[config.mk]
export PLATFORM = sky130hd
export DESIGN_NAME = ifu
export DESIGN_NICKNAME = d
export VERILOG_FILES = /design/src/rtl/ifu.sv
export SDC_FILE = /design/constraint.sdc
export NUM_CORES = 1
export LEC_CHECK = 0
export ABC_AREA = 0
export CAP_MARGIN = 20
export CORE_MARGIN = 5
export CORE_UTILIZATION = 46
export DETAILED_ROUTE_END_ITERATION = 8
export GPL_ROUTABILITY_DRIVEN = 0
export PLACE_DENSITY_LB_ADDON = 0.1
export SLEW_MARGIN = 20
export SYNTH_ARGS = -nofsm -noshare
export SYNTH_HDL_FRONTEND = slang
export SYNTH_SLANG_ARGS = --single-unit
[constraint.sdc]
create_clock -name clk_IF -period 2.3 [get_ports clk_IF]
set_input_delay 0.23 -clock clk_IF [delete_from_list [all_inputs] [get_ports clk_IF]]
set_output_delay 0.23 -clock clk_IF [all_outputs]
set_load 0.005 [all_outputs]
[src/rtl/ifu.sv]
// -----------------------------------------------------------------------------
// ifu : instruction fetch unit of the single-cycle RISC-V core.
//
// Holds the 32-bit program counter and sign-extends the immediate field of the
// current instruction. The next PC is either sequential (PC+4) or a branch/jump
// target (PC+ImmExt). Both adders wrap modulo 2^32. Target alignment is not
// checked, so an odd target from an I-type immediate is loaded as-is.
//
// Ports:
//   clk_IF     in   1   system clock, PC updates on the rising edge
//   areset_IF  in   1   asynchronous active-high reset, forces PC to 0
//   load_IF    in   1   PC write enable, PC holds when 0
//   PCSrc_IF   in   1   next-PC select: 0 = PC+4, 1 = PC+ImmExt_IF
//   ImmSrc_IF  in   2   immediate format: 00 I, 01 S, 10 B, 11 J
//   Instr      in   25  instruction bits [31:7], indices match the ISA word
//   ImmExt_IF  out  32  sign-extended immediate, purely combinational
//   PC_IF      out  32  current program counter, registered
// -----------------------------------------------------------------------------
module ifu (
   input  logic        clk_IF,
   input  logic        areset_IF,
   input  logic        load_IF,
   input  logic        PCSrc_IF,
   input  logic [1:0]  ImmSrc_IF,
   input  logic [31:7] Instr,
   output logic [31:0] ImmExt_IF,
   output logic [31:0] PC_IF
);

   logic [31:0] r_pc;
   logic [31:0] w_imm_ext;
   logic [31:0] w_pc_plus4;
   logic [31:0] w_pc_target;
   logic [31:0] w_pc_next;

   // Immediate extraction and sign extension for the four formats
   always_comb begin
      w_imm_ext = 32'h0000_0000;
      case (ImmSrc_IF)
         2'b00:   w_imm_ext = {{20{Instr[31]}}, Instr[31:20]};
         2'b01:   w_imm_ext = {{20{Instr[31]}}, Instr[31:25], Instr[11:7]};
         2'b10:   w_imm_ext = {{20{Instr[31]}}, Instr[7], Instr[30:25],
                               Instr[11:8], 1'b0};
         2'b11:   w_imm_ext = {{12{Instr[31]}}, Instr[19:12], Instr[20],
                               Instr[30:21], 1'b0};
         default: w_imm_ext = 32'h0000_0000;
      endcase
   end

   // Next-PC adders (carry-out dropped, so both wrap) and source select
   always_comb begin
      w_pc_plus4  = r_pc + 32'd4;
      w_pc_target = r_pc + w_imm_ext;
      if (PCSrc_IF) begin
         w_pc_next = w_pc_target;
      end else begin
         w_pc_next = w_pc_plus4;
      end
   end

   // Program counter register; reset wins over any clock edge while high
   always_ff @(posedge clk_IF or posedge areset_IF) begin
      if (areset_IF) begin
         r_pc <= 32'h0000_0000;
      end else if (load_IF) begin
         r_pc <= w_pc_next;
      end else begin
         r_pc <= r_pc;
      end
   end

   assign ImmExt_IF = w_imm_ext;
   assign PC_IF     = r_pc;

endmodule

==> flow_metrics.env, run 1 <==
export IMPL_power_frac_seq_pct=13.0
export IMPL_ys_ff_latch=32
export IMPL_numCtsBuffers=5
export IMPL_rsz0062_at_grt="true"
export IMPL_drive_gt1_share_pct=38.01
export IMPL_max_slew_margin_pct=52.37
export IMPL_mostFrequentLayoutCells="buf_4 (159), clkdlybuf4s50_1 (88), a21oi_1 (47), nor2_1 (43), nand2_1 (39)"
export IMPL_min_path_type="in2async"
export IMPL_grt_use_total_pct=30.80
export IMPL_synth_distinct_cells=72
export IMPL_clock_sinks=32
export IMPL_synth_edf_count=0
export IMPL_largest_register_ffs=32
export IMPL_power_share_clock_pct=7.2
export IMPL_drc_errors=0
export IMPL_start_kind="input port"
export IMPL_period_share_pct=118.7
export IMPL_min_period_ps=2731
export IMPL_core_area_um2=8217
export IMPL_swShare_pct=44.91
export IMPL_layout_setup_ws_ps=-430.5
export IMPL_power_switching_mw=3.819
export IMPL_grt_start_max_net_pins=33
export IMPL_worstRegToRegCells=13
export IMPL_violations="setup timing"
export IMPL_instances_no_fill=839
export IMPL_worstSetupPathType="in2reg"
export IMPL_cts_tree="built"
export IMPL_combPwrFrac_pct=79.8
export IMPL_power_density_nw_per_um2=1255
export IMPL_finalHoldViolCount=0
export IMPL_num_vias=5326
export IMPL_post_place_ws_ps=-1269
export IMPL_synth_fp_nets=563
export IMPL_globalRouteOverflowTotal=0
export IMPL_multi_input_area_um2=3366
export IMPL_cts_root_buffer="clkbuf_8"
export IMPL_crit_start="ImmSrc_IF[0]"
export IMPL_ys_seq_area_share_pct=20.59
export IMPL_cts_max_level=2
export IMPL_nets=797
export IMPL_antenna_left=0
export IMPL_async_reset_ff_share_pct=100.0
export IMPL_holdWs_ps=336.8
export IMPL_maxCapViolations=0
export IMPL_synth_flop_cell="dfrtp_1"
export IMPL_skew_ps=11.20
export IMPL_syn_mean_instance_area_um2=7.796
export IMPL_rows=33
export IMPL_drt_total_wl_mm=17.90
export IMPL_total_leakage_power_nw=2.990
export IMPL_start_util_pct=47.34
export IMPL_dp_final_hpwl_mm=10.49
export IMPL_final_util_pct=82.47
export IMPL_setup_viol=22
export IMPL_die_y_um=102.0
export IMPL_r2r_start="PC_IF[1]$_DFFE_PP0P_"
export IMPL_antenna_found_initial=0
export IMPL_regArea_um2=800.8
export IMPL_ios=95
export IMPL_wl_per_cell_um=21.33
export IMPL_die_x_um=102.0
export IMPL_final_common_cell="buf_4"
export IMPL_slew_violations=0
export IMPL_diodes=0
export IMPL_cts_max_path_buffers=2
export IMPL_power_internal_mw=4.685
export IMPL_required_ps=2510
export IMPL_num_fill_cells=459
export IMPL_end_kind="flop"
export IMPL_dp_cells=799
export IMPL_syn_cell_area_um2=3890
export IMPL_status="finished, violations left"
export IMPL_grt_pass1_wl_mm=25.74
export IMPL_finalPower_mw=8.504
export IMPL_ys_warn_count=0
export IMPL_firstDrtPassIters=7
export IMPL_viasPerCell=6.348
export IMPL_cts_hold_fix_buffers=0
export IMPL_first_global_vias=5336
export IMPL_clk_latency_ps=320
export IMPL_peakVddDrop_v=0.0005845
export IMPL_worst_pin_slew_ps=711.8
export IMPL_cp_max_fo=4
export IMPL_syn_inst=499
export IMPL_io_buffer_count=94
export IMPL_fmax_mhz=366.2
export IMPL_critPathArrivalTime_ps=2950
export IMPL_dieArea_um2=10400
export IMPL_area_delta_synth_final_pct=74.20
export IMPL_drt_iter0_drc=536
export IMPL_cts_clk_slew_worst_paths_ps=90
-- routing by layer --
metal	vias to the layer above	share of wire, %	global-route usage (%)
li1	2298	-	-
met4	0	5.6	14.73
met5	-	0	0
met3	118	9.5	6.689
met1	2517	38	37.51
met2	393	47	51.57
-- critical path, stage by stage --
cell and delay [ps]:
buf_12 110, buf_8 110, mux2i_1 100, nor2_1 170, ha_2 220, inv_2 50
fa_2 370, nor2b_4 120, o21ai_2 70, a21boi_2 220, o31ai_4 90, a31oi_4 270
buf_4 160, buf_6 90, a41oi_2 130, xor2_1 170, a21oi_1 90, o22a_1 160
-- power groups by stage --
stage                     Clock (mW)  Sequential (mW)  Combinational, mW
after detailed placement           0             1.05               5.25
final                          0.614             1.10               6.79
after global routing           0.626             1.13               7.19
after CTS                      0.582             1.07               6.00
after global placement             0             1.05               5.14
after floorplan                    0             1.16               2.70
-- cell families (layout without fill, tap and decap cells) --
family | count (synthesis) | count (layout) | synth area share [%]
compound gates | 190 | 190 | 34.38
simple gates | 152 | 152 | 18.53
buf+inv | 59 | 294 | 7.848
fa+ha+maj | 33 | 33 | 10.81
flops | 32 | 32 | 20.59
xor+xnor | 24 | 24 | 5.404
mux | 9 | 9 | 2.444
-- metrics by stage --
| stage | TNS, ps | cell area [um2] |
|---|---|---|
| CTS | -4154 | 6569 |
| floorplan | -4226 | 4013 |
| finish | -6438 | 6777 |
| global placement | -26260 | 5889 |
| global route | -8511 | 6777 |
| detailed placement | -28240 | 5889 |
-- synth_stat cells (all sizes together), types with 6 or more instances --
cell type,instances,area (um2)
xor2,9,78.83
o21ai,37,200.2
dfrtp,32,800.8
a21oi,62,325.3
xnor2,15,131.4
nor2,48,185.2
a31o,8,70.07
o22ai,6,37.54
nand3,18,90.09
ha,32,400.4
inv,21,78.83
nand2,46,175.2
a21o,16,127.6
clkbuf,13,48.80
nor3,7,46.30
buf,24,168.9
a31oi,11,105.1
nand4,8,56.30
and3,10,62.56
-- worst paths after layout --
check / to / slack, ps
worst max-delay path: PC_IF[16]$_DFFE_PP0P_ / -430
worst min-delay path: PC_IF[20]$_DFFE_PP0P_ / 340
worst max register to register: PC_IF[16]$_DFFE_PP0P_ / -390
worst min register to register: PC_IF[31]$_DFFE_PP0P_ / 470
max in group asynchronous: PC_IF[6]$_DFFE_PP0P_ / 1620
min in group clk_IF: PC_IF[31]$_DFFE_PP0P_ / 470
-- area by class of cell --
| cell class | instances | share of cell area, % |
|---|---|---|
| sequential | 32 | 11.82 |
| timing repair buffer | 265 | 33.83 |
| clock buffer | 6 | 1.071 |
| multi-input combinational | 408 | 49.67 |
| clock inverter | 2 | 0.5170 |
| inverter | 21 | 1.163 |
| tap | 105 | 1.939 |
-- repair_timing --
item,CTS,global route
pin swaps,54,52
gates resized for setup,82,36
endpoints found under the setup margin,29,26
setup buffers,27,10
cloned,0,0
No activity file was read; power rests on OpenSTA's default activity.
==> run 2: changes to the inputs <==
--- a/config.mk
+++ b/config.mk
@@ -6,6 +6,7 @@
 export NUM_CORES = 1
 export LEC_CHECK = 0
 export ABC_AREA = 0
+export ABC_CLOCK_PERIOD_IN_PS = 2300
 export CAP_MARGIN = 20
 export CORE_MARGIN = 5
 export CORE_UTILIZATION = 46
@@ -16,3 +17,4 @@
 export SYNTH_ARGS = -nofsm -noshare
 export SYNTH_HDL_FRONTEND = slang
 export SYNTH_SLANG_ARGS = --single-unit
+export TNS_END_PERCENT = 30
==> run 2 against run 1 <==
  * The run still ends with setup timing left
  * Die area is the same
  * Routed wire length shrank 5.6%
  * Clock skew shrank 6.2 ps
  * Via count shrank 2.5%
  * First-iteration DRC count shrank 18%
  * Critical endpoint is now PC_IF[31]$_DFFE_PP0P_
  * Maximum frequency shrank 2.7%
  * Power shrank 2.6%
  * Hold slack gained 9.9 ps
  * Critical path depth shrank 4
  * Sequential power is essentially flat
  * Non-clock buffer count shrank 4
==> flow_metrics.env, run 2 (same netlist as run 1, synthesis figures left out) <==
export IMPL_power_density_nw_per_um2=1224
export IMPL_io_buffer_count=94
export IMPL_antenna_found_initial=0
export IMPL_dp_final_hpwl_mm=10.81
export IMPL_final_util_pct=82.37
export IMPL_critPathArrivalTime_ps=3000
export IMPL_largest_register_ffs=32
export IMPL_path_cells="clkdlybuf4s50_1 > mux2_4 > ha_4 > buf_4 > o21ai_2 > o21ai_2 > nand4_4 > a311oi_4 > buf_6 > o31ai_4 > o2111ai_2 > xnor2_1 > o21ai_2 > xor2_1"
export IMPL_ios=95
export IMPL_cts_max_level=2
export IMPL_clk_latency_ps=300
export IMPL_grt_pass1_wl_mm=25.61
export IMPL_dieArea_um2=10400
export IMPL_violations="setup timing"
export IMPL_cts_hold_fix_buffers=0
export IMPL_max_stage_delay_ps=410
export IMPL_cts_clk_slew_worst_paths_ps=80
export IMPL_worst_pin_slew_ps=483.2
export IMPL_final_area_um2=6768
export IMPL_rows=33
export IMPL_layout_setup_ws_ps=-507.0
export IMPL_mostFrequentLayoutCells="buf_4 (157), clkdlybuf4s50_1 (87), a21oi_1 (47), nor2_1 (43), nand2_1 (40)"
export IMPL_maxCapViolations=0
export IMPL_drc_errors=0
export IMPL_cts_max_path_buffers=2
export IMPL_setup_viol=23
export IMPL_core_area_um2=8217
export IMPL_status="finished, violations left"
export IMPL_slew_violations=0
export IMPL_end_kind="flop"
export IMPL_diodes=0
export IMPL_holdWs_ps=346.7
export IMPL_drt_total_wl_mm=16.90
export IMPL_die_y_um=102.0
export IMPL_start_util_pct=47.34
export IMPL_wl_per_cell_um=20.24
export IMPL_grt_start_max_net_pins=43
export IMPL_num_fill_cells=477
export IMPL_area_delta_synth_final_pct=73.98
export IMPL_clock_sinks=32
export IMPL_cts_tree="built"
export IMPL_numCtsBuffers=5
export IMPL_min_period_ps=2807
export IMPL_grt_use_total_pct=30.67
export IMPL_rsz0062_at_grt="true"
export IMPL_cts_root_buffer="clkbuf_8"
export IMPL_cp_max_fo=3
export IMPL_required_ps=2490
export IMPL_final_common_cell="buf_4"
export IMPL_finalHoldViolCount=0
export IMPL_post_place_ws_ps=-1236
export IMPL_max_slew_margin_pct=67.78
export IMPL_antenna_left=0
export IMPL_viasPerCell=6.220
export IMPL_period_share_pct=122.0
export IMPL_cpMaxStageDelayCell="clkdlybuf4s50_1"
export IMPL_drt_iter0_drc=439
export IMPL_crit_path_frequent_cell="o21ai_2"
export IMPL_finalPower_mw=8.282
export IMPL_globalRouteOverflowTotal=0
export IMPL_start_kind="input port"
export IMPL_fmax_mhz=356.3
export IMPL_dpl_cell_area_um2=5916
export IMPL_die_x_um=102.0
export IMPL_min_path_type="in2async"
export IMPL_first_global_vias=5169
export IMPL_total_leakage_power_nw=2.987
export IMPL_firstDrtPassIters=5
export IMPL_nets=793
export IMPL_num_vias=5194
export IMPL_drive_gt1_share_pct=38.36
export IMPL_skew_ps=5.016
export IMPL_worstSetupPathType="in2reg"
export IMPL_peakVddDrop_v=0.0006210
[run 2: cell types whose count changed in the layout (fill, tap and decap cells not counted), sizes merged]
| cell | previous run | this run |
|---|---|---|
| clkdlybuf4s15 | 0 | 2 |
| dlygate4sd2 | 3 | 1 |
| clkdlybuf4s50 | 88 | 87 |
| dlymetal6s2s | 1 | 2 |
| buf | 173 | 169 |
[run 2: layout make-up]
type	count	area, um2	area share, %
well taps	105	131.4	1.941
clock inverters	2	35.03	0.5177
clock buffers	6	72.57	1.072
multi-input cells	408	3383	49.99
flip-flops and latches	32	802.0	11.85
repair buffers	261	2265	33.46
inverters	21	78.83	1.165
[run 2: worst paths after layout]
kind	start	end	slack [ps]	depth (start not counted)
worst max register to register	PC_IF[9]$_DFFE_PP0P_	PC_IF[31]$_DFFE_PP0P_	-370	11
worst min-delay path	areset_IF	PC_IF[10]$_DFFE_PP0P_	350	3
worst min register to register	PC_IF[31]$_DFFE_PP0P_	PC_IF[31]$_DFFE_PP0P_	510	1
worst max-delay path	Instr[22]	PC_IF[31]$_DFFE_PP0P_	-510	14
max in group asynchronous	areset_IF	PC_IF[4]$_DFFE_PP0P_	1590	3
min in group clk_IF	PC_IF[31]$_DFFE_PP0P_	PC_IF[31]$_DFFE_PP0P_	510	1
[run 2: power breakdown]
part | internal (mW) | switching, mW
Clock | 0.322 | 0.261
Sequential | 0.816 | 0.260
Combinational | 3.45 | 3.17
Total | 4.59 | 3.69
[run 2: critical path: cells and delay by family]
| kind | cells | cell delay, ps |
|---|---|---|
| AO/OA/AOI/OAI | 6 | 1000 |
| buffers and inverters | 3 | 690 |
| XOR/XNOR | 2 | 320 |
| multiplexers | 1 | 300 |
| adder cells (fa/ha/maj) | 1 | 290 |
| AND/OR/NAND/NOR | 1 | 170 |
[run 2: per-stage QoR]
step | setup TNS [ps] | instances
after floorplan | -4393 | 499
after global placement | -26530 | 803
after detailed placement | -27990 | 803
after CTS | -6592 | 827
after global routing | -9141 | 835
final | -6957 | 835
[run 2: layer usage]
| metal | wire [um] | vias to the layer above | track usage, % | share of wire, % |
|---|---|---|---|---|
| met3 | 1491 | 100 | 6.143 | 8.8 |
| met5 | 0 | - | 0 | 0 |
| met2 | 8241 | 361 | 53.02 | 49 |
| met4 | 845 | 0 | 11.71 | 5.0 |
| li1 | - | 2299 | - | - |
| met1 | 6320 | 2434 | 37.54 | 37 |
[run 2: repair_timing]
item                                   in CTS  in global routing
setup buffers                              17                  9
gates resized for setup                    83                 38
endpoints found under the hold margin       0                  0
setup endpoints to repair                  29                 26
pin swaps                                  60                 30
==> run 3: changes to the inputs <==
--- a/config.mk
+++ b/config.mk
@@ -12,8 +12,7 @@
 export CORE_UTILIZATION = 46
 export DETAILED_ROUTE_END_ITERATION = 8
 export GPL_ROUTABILITY_DRIVEN = 0
-export PLACE_DENSITY_LB_ADDON = 0.1
-export SLEW_MARGIN = 20
+export PLACE_DENSITY = 0.78
 export SYNTH_ARGS = -nofsm -noshare
 export SYNTH_HDL_FRONTEND = slang
 export SYNTH_SLANG_ARGS = --single-unit
==> run 3 against run 2 <==
  * The run still ends with setup timing left
  * Cell count shrank 1.1%
  * Sequential power about the same
  * Register-to-register slack worse by 140 ps
  * Clock-buffer cell count did not move
  * Hold slack improved by 6.2 ps
  * Largest cell class unchanged
  * Largest power group unchanged
==> flow_metrics.env, run 3 (same netlist as run 1, synthesis figures left out) <==
export IMPL_power_switching_mw=3.854
export IMPL_required_ps=2480
export IMPL_final_common_cell="buf_4"
export IMPL_io_buffer_count=94
export IMPL_rows=33
export IMPL_tns_ps=-8460
export IMPL_worstRegToRegCells=14
export IMPL_critPathArrivalTime_ps=3090
export IMPL_cts_tree="built"
export IMPL_layout_setup_ws_ps=-607.0
export IMPL_drt_iter0_drc=561
export IMPL_power_density_nw_per_um2=1262
export IMPL_dieArea_um2=10400
export IMPL_antenna_left=0
export IMPL_drt_total_wl_mm=18.79
export IMPL_mostFrequentLayoutCells="buf_4 (151), clkdlybuf4s50_1 (89), a21oi_1 (47), nor2_1 (43), nand2_1 (42)"
export IMPL_area_delta_synth_final_pct=69.54
export IMPL_dpl_cell_area_um2=5843
export IMPL_fmax_mhz=344.0
export IMPL_viasPerCell=6.519
export IMPL_min_period_ps=2907
export IMPL_antenna_found_initial=1
export IMPL_drive_gt1_share_pct=36.06
export IMPL_worstSetupPathType="in2reg"
export IMPL_final_area_um2=6595
export IMPL_wl_per_cell_um=22.75
export IMPL_cpMaxStageDelayCell="fa_2"
export IMPL_skew_ps=10.34
export IMPL_min_path_type="in2async"
export IMPL_rsz0062_at_grt="true"
export IMPL_diodes=0
export IMPL_num_fill_cells=471
export IMPL_slew_violations=0
export IMPL_cts_max_path_buffers=2
export IMPL_core_area_um2=8217
export IMPL_grt_pass1_wl_mm=26.10
export IMPL_combPwrFrac_pct=80.9
export IMPL_post_place_ws_ps=-1263
export IMPL_die_y_um=102.0
export IMPL_start_util_pct=47.34
export IMPL_finalHoldViolCount=0
export IMPL_die_x_um=102.0
export IMPL_numCtsBuffers=5
export IMPL_end_kind="flop"
export IMPL_nets=784
export IMPL_cp_max_fo=6
export IMPL_total_leakage_power_nw=2.878
export IMPL_clk_latency_ps=310
export IMPL_setup_viol=25
export IMPL_worst_pin_slew_ps=495.1
export IMPL_period_share_pct=126.4
export IMPL_cts_root_buffer="clkbuf_8"
export IMPL_power_frac_seq_pct=13.0
export IMPL_path_cells="buf_8 > buf_6 > mux2i_1 > nor2_2 > ha_2 > inv_2 > fa_2 > nor2b_4 > o21ai_2 > a21boi_2 > o31ai_4 > a31oi_4 > buf_12 > buf_12 > a41oi_4 > xor2_1 > a21oi_1 > o22a_1"
export IMPL_firstDrtPassIters=9
export IMPL_max_slew_margin_pct=67.00
export IMPL_clock_sinks=32
export IMPL_cts_clk_slew_worst_paths_ps=80
export IMPL_grt_use_total_pct=31.61
export IMPL_power_share_clock_pct=6.1
export IMPL_dp_final_hpwl_mm=10.66
export IMPL_globalRouteOverflowTotal=0
export IMPL_start_kind="input port"
export IMPL_cts_max_level=2
export IMPL_num_vias=5385
export IMPL_grt_start_max_net_pins=38
export IMPL_cts_hold_fix_buffers=0
export IMPL_status="finished, violations left"
export IMPL_swShare_pct=46.32
export IMPL_maxCapViolations=0
export IMPL_max_stage_delay_ps=360
export IMPL_drc_errors=0
export IMPL_largest_register_ffs=32
export IMPL_ios=95
export IMPL_power_internal_mw=4.467
export IMPL_peakVddDrop_v=0.0006815
export IMPL_violations="setup timing"
export IMPL_crit_path_frequent_cell="buf_12"
export IMPL_first_global_vias=5217
run 3: final cells by class:
type | count | area (um2) | share of cell area [%]
clock inverter | 2 | 10.01 | 0.1518
timing repair buffer | 252 | 2187 | 33.16
inverter | 21 | 78.83 | 1.195
sequential | 32 | 800.8 | 12.14
tap | 105 | 131.4 | 1.992
clock buffer | 6 | 82.58 | 1.252
multi-input combinational | 408 | 3304 | 50.10
run 3: stage by stage:
stage	cells	hold slack (ps)	power, mW	utilization [%]
2_1_floorplan	499	346.2	3.848	-
3_3_place_gp	795	472.5	6.106	71.11
3_5_place_dp	795	501.5	6.275	71.11
4_1_cts	820	366.3	7.378	78.15
5_1_grt	826	399.0	8.700	80.27
6_report	826	352.9	8.320	80.27
run 3: final timing paths:
path                                            start                     to  slack [ps]
worst max-delay path                     ImmSrc_IF[0]  PC_IF[16]$_DFFE_PP0P_        -610
min in group clk_IF             PC_IF[31]$_DFFE_PP0P_  PC_IF[31]$_DFFE_PP0P_         510
worst max register to register   PC_IF[0]$_DFFE_PP0P_  PC_IF[16]$_DFFE_PP0P_        -510
worst min register to register  PC_IF[31]$_DFFE_PP0P_  PC_IF[31]$_DFFE_PP0P_         510
max in group asynchronous                   areset_IF  PC_IF[22]$_DFFE_PP0P_        1610
worst min-delay path                        areset_IF  PC_IF[31]$_DFFE_PP0P_         350
run 3: worst max-delay path, delay by kind of cell:
family | cells | cell delay, ps
buffers and inverters | 5 | 520
AO/OA/AOI/OAI | 7 | 1070
multiplexers | 1 | 120
XOR/XNOR | 1 | 240
AND/OR/NAND/NOR | 2 | 290
adder cells (fa/ha/maj) | 2 | 580
run 3: power by group through the flow:
stage               Sequential (mW)  Clock (mW)  Combinational [mW]
floorplan                      1.16           0                2.69
global placement               1.02           0                5.08
detailed placement             1.04           0                5.23
CTS                            1.05       0.492                5.84
global route                   1.11       0.522                7.07
finish                         1.08       0.508                6.73
run 3: routing by layer:
metal / wire, um / GRT usage [%] / share of wire [%] / vias to the layer above
met4: 1674 / 18.06 / 8.9 / 0
met5: 0 / 0 / 0 / -
met3: 2002 / 7.304 / 11 / 180
met2: 8432 / 53.32 / 45 / 455
li1: - / - / - / 2273
met1: 6679 / 36.71 / 36 / 2477
run 3: repair_timing:
action,CTS,global route
pin swaps,38,31
setup endpoints to repair,29,27
resized for setup,69,28
buffers inserted,17,7
